--- src/rtl/run_length_decoder.sv ---
// run_length_decoder
//
// Regenerates a 7-bit symbol stream from the run-length encoder's token
// stream. Tokens are buffered in a DEPTH-entry FIFO; a two-state machine
// (IDLE/EMIT) pops literals or count/symbol pairs and emits one symbol per
// clock.
//
// Handshake: validIn qualifies dataIn for one cycle and there is no
// backpressure (tokens that do not fit are dropped and flagged in overflow).
// validOut qualifies dataOut for one cycle and the consumer cannot stall it.
//
// Ports:
//   clock         in   single clock, rising edge
//   reset         in   synchronous active-high reset
//   dataIn[7:0]   in   token: bit7=1 count {1,N}, bit7=0 symbol {0,S}
//   validIn       in   dataIn valid this cycle
//   dataOut[6:0]  out  decoded symbol (holds last value when validOut=0)
//   validOut      out  dataOut valid this cycle
//   overflow      out  sticky: a token was dropped because the FIFO was full
//   protocolError out  sticky: malformed token sequence seen
//   debug_state   out  current FSM state (0 = IDLE, 1 = EMIT)
module run_length_decoder #(
  parameter int DEPTH = 16
) (
  input  logic       clock,
  input  logic       reset,
  input  logic [7:0] dataIn,
  input  logic       validIn,
  output logic [6:0] dataOut,
  output logic       validOut,
  output logic       overflow,
  output logic       protocolError,
  output logic       debug_state
);

  localparam int AW = $clog2(DEPTH);
  localparam int PW = AW + 1;

  typedef enum logic {
    ST_IDLE = 1'b0,
    ST_EMIT = 1'b1
  } state_t;

  state_t        state_q, state_d;
  logic [6:0]    sym_q, sym_d;
  logic [6:0]    rem_q, rem_d;
  logic [6:0]    data_out_q, data_out_d;
  logic          valid_out_q, valid_out_d;
  logic          overflow_q, overflow_d;
  logic          perr_q, perr_d;
  logic [PW-1:0] rd_ptr_q, rd_ptr_d;
  logic [PW-1:0] wr_ptr_q, wr_ptr_d;
  logic [7:0]    mem_q [DEPTH];

  logic [PW-1:0] occ;
  logic [PW-1:0] occ_after_pop;
  logic [AW-1:0] rd_idx;
  logic [AW-1:0] rd_idx_nxt;
  logic [7:0]    head_tok;
  logic [7:0]    next_tok;
  logic          have_one;
  logic          have_two;
  logic [1:0]    pop_cnt;
  logic          wr_en;

  // Pointers carry one extra wrap bit so full and empty are distinguishable.
  assign occ        = wr_ptr_q - rd_ptr_q;
  assign rd_idx     = rd_ptr_q[AW-1:0];
  assign rd_idx_nxt = rd_idx + AW'(1);
  assign head_tok   = mem_q[rd_idx];
  assign next_tok   = mem_q[rd_idx_nxt];
  assign have_one   = (occ != '0);
  assign have_two   = (occ >= PW'(2));

  // Token decode and output generation.
  always_comb begin
    state_d     = state_q;
    sym_d       = sym_q;
    rem_d       = rem_q;
    data_out_d  = data_out_q;
    valid_out_d = 1'b0;
    perr_d      = perr_q;
    pop_cnt     = 2'd0;

    if (state_q == ST_EMIT) begin
      // Replay the latched symbol; nothing is popped until back in IDLE,
      // where the next token is picked up on the very next edge (gapless).
      valid_out_d = 1'b1;
      data_out_d  = sym_q;
      rem_d       = rem_q - 7'd1;
      if (rem_q == 7'd1) begin
        state_d = ST_IDLE;
      end
    end else if (have_one) begin
      if (!head_tok[7]) begin
        // Literal symbol.
        pop_cnt     = 2'd1;
        data_out_d  = head_tok[6:0];
        valid_out_d = 1'b1;
      end else if (have_two) begin
        if (next_tok[7]) begin
          // Count followed by count: drop the first one.
          pop_cnt = 2'd1;
          perr_d  = 1'b1;
        end else begin
          // Count/symbol pair consumed in one edge.
          pop_cnt = 2'd2;
          if (head_tok[6:0] == 7'd0) begin
            perr_d = 1'b1;
          end else begin
            valid_out_d = 1'b1;
            data_out_d  = next_tok[6:0];
            sym_d       = next_tok[6:0];
            if (head_tok[6:0] != 7'd1) begin
              rem_d   = head_tok[6:0] - 7'd1;
              state_d = ST_EMIT;
            end
          end
        end
      end
      // A lone count token waits for its symbol.
    end
  end

  // FIFO bookkeeping. A write is judged against occupancy after this
  // edge's pops, so a pop on a full FIFO makes room for the incoming token.
  always_comb begin
    occ_after_pop = occ - PW'(pop_cnt);
    wr_en         = validIn && (occ_after_pop < PW'(DEPTH));
    overflow_d    = overflow_q | (validIn & ~wr_en);
    rd_ptr_d      = rd_ptr_q + PW'(pop_cnt);
    wr_ptr_d      = wr_ptr_q + PW'(wr_en);
  end

  always_ff @(posedge clock) begin
    if (reset) begin
      state_q     <= ST_IDLE;
      sym_q       <= '0;
      rem_q       <= '0;
      data_out_q  <= '0;
      valid_out_q <= 1'b0;
      overflow_q  <= 1'b0;
      perr_q      <= 1'b0;
      rd_ptr_q    <= '0;
      wr_ptr_q    <= '0;
    end else begin
      state_q     <= state_d;
      sym_q       <= sym_d;
      rem_q       <= rem_d;
      data_out_q  <= data_out_d;
      valid_out_q <= valid_out_d;
      overflow_q  <= overflow_d;
      perr_q      <= perr_d;
      rd_ptr_q    <= rd_ptr_d;
      wr_ptr_q    <= wr_ptr_d;
    end
  end

  // Storage needs no reset: the pointers define which entries are live.
  always_ff @(posedge clock) begin
    if (wr_en) begin
      mem_q[wr_ptr_q[AW-1:0]] <= dataIn;
    end
  end

  assign dataOut       = data_out_q;
  assign validOut      = valid_out_q;
  assign overflow      = overflow_q;
  assign protocolError = perr_q;
  assign debug_state   = state_q;

endmodule

--- config.mk ---
export PLATFORM = sky130hd
export DESIGN_NAME = run_length_decoder
export DESIGN_NICKNAME = d
export VERILOG_FILES = /design/src/rtl/run_length_decoder.sv
export SDC_FILE = /design/constraint.sdc
export NUM_CORES = 1
export LEC_CHECK = 0
export CAP_MARGIN = 20
export CORE_MARGIN = 2
export CORE_UTILIZATION = 60
export CTS_CLUSTER_SIZE = 10
export DETAILED_ROUTE_END_ITERATION = 8
export MAX_ROUTING_LAYER = met4
export PLACE_DENSITY_LB_ADDON = 0.3
export RECOVER_POWER = 100
export SKIP_CTS_REPAIR_TIMING = 1
export SLEW_MARGIN = 20
export SYNTH_ARGS = -nofsm -noshare
export SYNTH_HDL_FRONTEND = slang
export SYNTH_SLANG_ARGS = --single-unit
--- constraint.sdc ---
create_clock -name clock -period 11.45 [get_ports clock]
set_input_delay 1.145 -clock clock [delete_from_list [all_inputs] [get_ports clock]]
set_output_delay 1.145 -clock clock [all_outputs]
set_load 0.005 [all_outputs]
==> impl_metrics.env, run 1 <==
export IMPL_clockBufferDepth=2
export IMPL_worstHoldPathType="reg2reg"
export IMPL_syn_avg_cell_area_um2=15.5
export IMPL_num_vias=5276
export IMPL_status="finished, violations left"
export IMPL_reg2reg_depth=13
export IMPL_dpl_hpwl_um=14600
export IMPL_slew_viol_final=88
export IMPL_power_density_mw_per_mm2=278
export IMPL_numCtsBuffers=17
export IMPL_ys_warn_count=0
export IMPL_synth_area_leader_cell="edfxtp_1"
export IMPL_finalSetupTns_ns=0
export IMPL_final_area_mm2=0.00911
export IMPL_seq_area_frac_synth_pct=55.0
export IMPL_syn_inst=533
export IMPL_whs_path_depth=2
export IMPL_crit_required_ns=11.47
export IMPL_finClkSkew_ns=0.00924
export IMPL_tightest_slew_ns=1.69
export IMPL_grt_total_usage_pct=31.7
export IMPL_clock_latency_ns=0.43
export IMPL_crit_type="reg2reg"
export IMPL_hold_viol_final=0
export IMPL_routed_wl_um=20800
export IMPL_hold_slack_ns=0.441
export IMPL_ant_nets=0
export IMPL_synth_area_leaders="edfxtp_1 47%, mux4_2 15%, dfxtp_1 8.5%"
export IMPL_setup_viol=0
export IMPL_endpoint_kind="flop"
export IMPL_ir_drop_mv=0.160
export IMPL_drt_iter0_drc=856
export IMPL_crit_arrival_ns=7.87
export IMPL_fp_dieW_um=121
export IMPL_min_period_ns=7.84
export IMPL_syn_nets=561
export IMPL_finalNetCount=578
export IMPL_grt_pass1_wl_um=32200
export IMPL_cts_clk_slew_worst_paths_ns=0.06
export IMPL_grt_max_degree=67
export IMPL_initial_utilization_pct=61.9
export IMPL_synth_ff_type="edfxtp_1"
export IMPL_wl_per_cell_um=28.1
export IMPL_clock_fmax_mhz=128
export IMPL_drc=0
export IMPL_fp_row_count=42
export IMPL_p_leak_nw=2.98
export IMPL_ios=22
export IMPL_portBuffers=21
export IMPL_synth_edf_count=128
export IMPL_netlist_area_mm2=0.00826
export IMPL_viasPerCell=7.13
export IMPL_antenna_found_initial=0
export IMPL_numClockSinks=163
export IMPL_cts_tree="done"
export IMPL_core_area_mm2=0.0133
export IMPL_cp_max_fo=66
export IMPL_max_cap_viol_count=11
export IMPL_synth_top_area_share_pct=46.6
export IMPL_cts_max_level=4
export IMPL_layout_drive_gt1_share_pct=16.9
export IMPL_critPathLaunchType="flop"
export IMPL_rsz0062_at_grt="no"
export IMPL_slew_headroom_pct=-13.6
export IMPL_synth_cell_type_count=58
export IMPL_die_h_um=121
export IMPL_dr_pass1_iters=5
export IMPL_total_power_mw=2.53
export IMPL_syn2layout_area_growth_pct=10.4
export IMPL_ys_seq_elements=163
export IMPL_synthArstFlopShare_pct=0
export IMPL_gp_congestion=0.990
export IMPL_grt_overflow=0
export IMPL_utilization_pct=68.3
export IMPL_dpl_cell_area_mm2=0.00867
export IMPL_clock_root_buffer="clkbuf_16"
export IMPL_period_share_pct=68.5
export IMPL_synth_most_common_cell="edfxtp_1"
export IMPL_synth_common_cells="128 x edfxtp_1, 54 x mux4_2, 35 x dfxtp_1, 25 x nor2_1, 24 x nand2_1"
export IMPL_die_area_mm2=0.0147
export IMPL_violations="max-capacitance violations, max-slew violations"
export IMPL_grt_pass1_vias=5230
-- area by class of cell --
| type | instances | area [um^2] |
|---|---|---|
| tap | 176 | 220 |
| timing repair buffer | 27 | 251 |
| antenna | 1 | 2.50 |
| clock buffer | 20 | 437 |
| clock inverter | 12 | 139 |
| fill | 904 | 4240 |
| sequential | 163 | 4550 |
| inverter | 17 | 63.8 |
| multi-input combinational | 324 | 3450 |
-- stage by stage --
stage / cells / worst slack [ns]
floorplan: 533 / 6.40
global placement: 707 / 5.57
detailed placement: 707 / 5.25
CTS: 739 / 5.18
global route: 739 / 2.90
finish: 740 / 3.61
-- worst paths after layout --
path / from / endpoint / slack (ns)
worst max register to register: rd_ptr_q[0] / mem_q[5][1] / 3.61
worst max-delay path: rd_ptr_q[0] / mem_q[5][1] / 3.61
worst min register to register: protocolError / protocolError / 0.44
worst min-delay path: protocolError / protocolError / 0.44
-- worst max-delay path, stage by stage, from the launching register on --
cell and delay (ns):
dfxtp_2 0.31, buf_4 0.72, ha_1 1.41, mux4_1 0.43, mux4_1 0.60, a21oi_1 0.27, nand3_1 0.35, ha_1 0.33
nor2_1 0.14, o211ai_1 0.11, o41ai_1 0.66, xnor2_2 0.11, clkbuf_1 0.44, nor4_1 1.50
-- placed cells by master, fill, tap and decap left out, types with 4 or more instances in the layout --
cell type / n
o21ai_0: 17
ha_1: 15
xnor2_1: 9
a21oi_1: 15
buf_4: 5
nor3_1: 7
or4b_1: 7
edfxtp_1: 128
mux4_2: 54
nand2b_1: 5
clkinv_1: 8
nand3_1: 20
clkbuf_16: 17
nor2b_1: 9
dlygate4sd3_1: 19
o211ai_1: 13
clkbuf_1: 4
a211oi_1: 4
xor2_1: 8
nor2_1: 25
a22oi_1: 10
inv_1: 14
mux4_1: 18
nor4_1: 14
dfxtp_1: 34
mux2i_1: 10
nand2_1: 24
-- per-layer routing --
metal  part of all wire [%]  vias to the layer above  wire length [um]  global-route usage (%)
met5                      0                        -                 0                       -
met4                    3.2                        0               670                    13.4
met3                     11                       60              2230                    7.71
met2                     50                      378             10400                    50.1
met1                     36                     2608              7510                    39.9
li1                       -                     2230                 -                       -
-- flip-flops by register name, indices dropped and copies added, names as in the netlist --
name / cells
overflow: 1
mem_q: 128
wr_ptr_q: 5
debug_state: 1
sym_q: 7
rem_q: 7
dataOut: 7
protocolError: 1
rd_ptr_q: 5
validOut: 1
-- report_power, final --
part / total (mW) / internal [mW] / switching, mW
Sequential: 0.766 / 0.718 / 0.0482
Clock: 0.562 / 0.339 / 0.223
Combinational: 1.20 / 0.528 / 0.674
Total: 2.53 / 1.59 / 0.946
-- logic make-up (layout without fill, tap and decap cells) --
| kind of cell | count (synthesis) | in the layout | share of synthesized area, % |
|---|---|---|---|
| AOI/OAI and AO/OA | 80 | 80 | 7.15 |
| muxes | 83 | 83 | 21.8 |
| other | 0 | 1 | 0 |
| adders and majority gates | 17 | 17 | 2.76 |
| xor gates and xnor gates | 20 | 20 | 2.39 |
| buffers and inverters | 46 | 76 | 2.65 |
| DFF | 163 | 163 | 55.0 |
| and+or+nand+nor | 124 | 124 | 8.20 |
(Power assumes the default switching activity.)
==> run 2, diff against run 1 <==
==> constraint.sdc (replaced) <==
create_clock -name clock -period 7.3 [get_ports clock]
set_input_delay 0.73 -clock clock [delete_from_list [all_inputs] [get_ports clock]]
set_output_delay 0.73 -clock clock [all_outputs]
set_load 0.005 [all_outputs]
==> impl_metrics.env, run 2 (synthesis gave the netlist of run 1 again) <==
export IMPL_finalNetCount=580
export IMPL_core_area_mm2=0.0133
export IMPL_finalSetupTns_ns=0
export IMPL_met3WireLength_um=2140
export IMPL_largest_reg_flops=128
export IMPL_final_common_cell="edfxtp_1"
export IMPL_drc=0
export IMPL_gp_congestion=0.960
export IMPL_mostFrequentLayoutCells="128 x edfxtp_1, 54 x mux4_2, 35 x dfxtp_1, 25 x nor2_1, 24 x nand2_1"
export IMPL_crit_type="reg2reg"
export IMPL_cts_clk_slew_worst_paths_ns=0.06
export IMPL_period_share_pct=85.1
export IMPL_dr_pass1_iters=5
export IMPL_die_area_mm2=0.0147
export IMPL_grt_overflow=0
export IMPL_slew_viol_final=0
export IMPL_grt_pass1_vias=5158
export IMPL_grt_pass1_wl_um=30800
export IMPL_max_cap_viol_count=0
export IMPL_fp_dieW_um=121
export IMPL_clock_root_buffer="clkbuf_16"
export IMPL_max_stage_delay_ns=1.04
export IMPL_finClkSkew_ns=0.0107
export IMPL_clock_latency_ns=0.43
export IMPL_cts_tree="done"
export IMPL_fp_row_count=42
export IMPL_grt_max_degree=34
export IMPL_dpl_cell_area_mm2=0.00868
export IMPL_layout_drive_gt1_share_pct=20.4
export IMPL_clock_fmax_mhz=161
export IMPL_worstHoldPathType="reg2reg"
export IMPL_wl_per_cell_um=27.1
export IMPL_critPathLaunchType="flop"
export IMPL_initial_utilization_pct=61.9
export IMPL_cp_max_fo=22
export IMPL_slowest_stage="dfxtp_1"
export IMPL_tightest_slew_ns=1.19
export IMPL_ios=22
export IMPL_hold_slack_ns=0.443
export IMPL_slew_headroom_pct=20.4
export IMPL_dpl_hpwl_um=14200
export IMPL_syn2layout_area_growth_pct=11.6
export IMPL_dp_cells=709
export IMPL_p_leak_nw=2.98
export IMPL_numClockSinks=163
export IMPL_met1_length_um=7740
export IMPL_cts_max_level=4
export IMPL_status="finished, final reports clean"
export IMPL_min_period_ns=6.21
export IMPL_final_area_mm2=0.00921
export IMPL_viasPerCell=7.06
export IMPL_antenna_found_initial=1
export IMPL_fill_cells=901
export IMPL_stdcell_count=741
export IMPL_top_layer_used="met4"
export IMPL_ant_nets=0
export IMPL_die_h_um=121
export IMPL_numCtsBuffers=17
export IMPL_clockBufferDepth=2
export IMPL_crit_buf_inv=2
export IMPL_grt_total_usage_pct=30.4
export IMPL_utilization_pct=69.0
export IMPL_endpoint_kind="flop"
export IMPL_hold_viol_final=0
export IMPL_crit_arrival_ns=6.27
export IMPL_setup_viol=0
export IMPL_path_cells="buf_4 > mux4_1 > mux4_1 > a21oi_1 > nand3_1 > ha_1 > nor2_1 > o211ai_1 > o41ai_4 > xnor2_2 > buf_4 > nor4_2"
export IMPL_met2WireLength_um=9650
export IMPL_rsz0062_at_grt="no"
export IMPL_path_delay_family="simple AND/OR/NAND/NOR gates"
export IMPL_portBuffers=21
export IMPL_ir_drop_mv=0.274
export IMPL_drt_iter0_drc=733
export IMPL_power_density_mw_per_mm2=439
export IMPL_routed_wl_um=20100
export IMPL_num_vias=5229
export IMPL_crit_required_ns=7.35
[run 2: cell count changes in the layout (fill, tap and decap cells not counted), sizes merged]
cell | previous run | this run
clkinvlp | 2 | 5
inv | 14 | 16
clkbuf | 21 | 18
bufinv | 3 | 2
clkinv | 10 | 7
buf | 5 | 8
[run 2: worst register-to-register path, stage by stage, from the launching register on]
cell      delay, ns
dfxtp_1        1.04
buf_4          0.44
mux4_1         0.59
mux4_1         0.61
a21oi_1        0.40
nand3_1        0.39
ha_1           0.33
nor2_1         0.15
o211ai_1       0.16
o41ai_4        0.35
xnor2_2        0.25
buf_4          0.29
nor4_2         0.83
[run 2: final cells by class]
| type | count | area (um^2) | share of cell area, % |
|---|---|---|---|
| Multi-Input combinational cell | 324 | 3550 | 38.5 |
| Sequential cell | 163 | 4540 | 49.3 |
| Timing Repair Buffer | 29 | 270 | 2.93 |
| Inverter | 17 | 63.8 | 0.693 |
| Antenna cell | 1 | 2.50 | 0.0272 |
| Clock buffer | 18 | 429 | 4.66 |
| Clock inverter | 13 | 135 | 1.47 |
| Tap cell | 176 | 220 | 2.39 |
[run 2: report_power, final]
group | internal (mW) | switching [mW] | leakage (nW)
clock | 0.499 | 0.362 | 0.258
combinational | 0.859 | 1.11 | 1.28
sequential | 1.12 | 0.0889 | 1.44
total | 2.48 | 1.56 | 2.98
[run 2: metal layers]
metal | global-route usage (%) | vias to the layer above
li1 | - | 2229
met4 | 11.9 | 0
met1 | 39.7 | 2636
met2 | 45.0 | 318
met3 | 9.54 | 46
met5 | - | -
[run 2: metrics by stage]
stage | power, mW | setup WS (ns)
after floorplan | 2.70 | 2.25
after global placement | 3.18 | 1.93
after detailed placement | 3.23 | 1.72
after CTS | 4.09 | 1.68
after global routing | 4.24 | 0.764
final | 4.05 | 1.09
[run 2: worst paths after layout]
check / start / endpoint / slack, ns / cells past startpoint
worst max-delay path: rd_ptr_q[0] / mem_q[13][3] / 1.09 / 12
worst min-delay path: protocolError / protocolError / 0.44 / 2
worst max register to register: rd_ptr_q[0] / mem_q[13][3] / 1.09 / 12
worst min register to register: protocolError / protocolError / 0.44 / 2
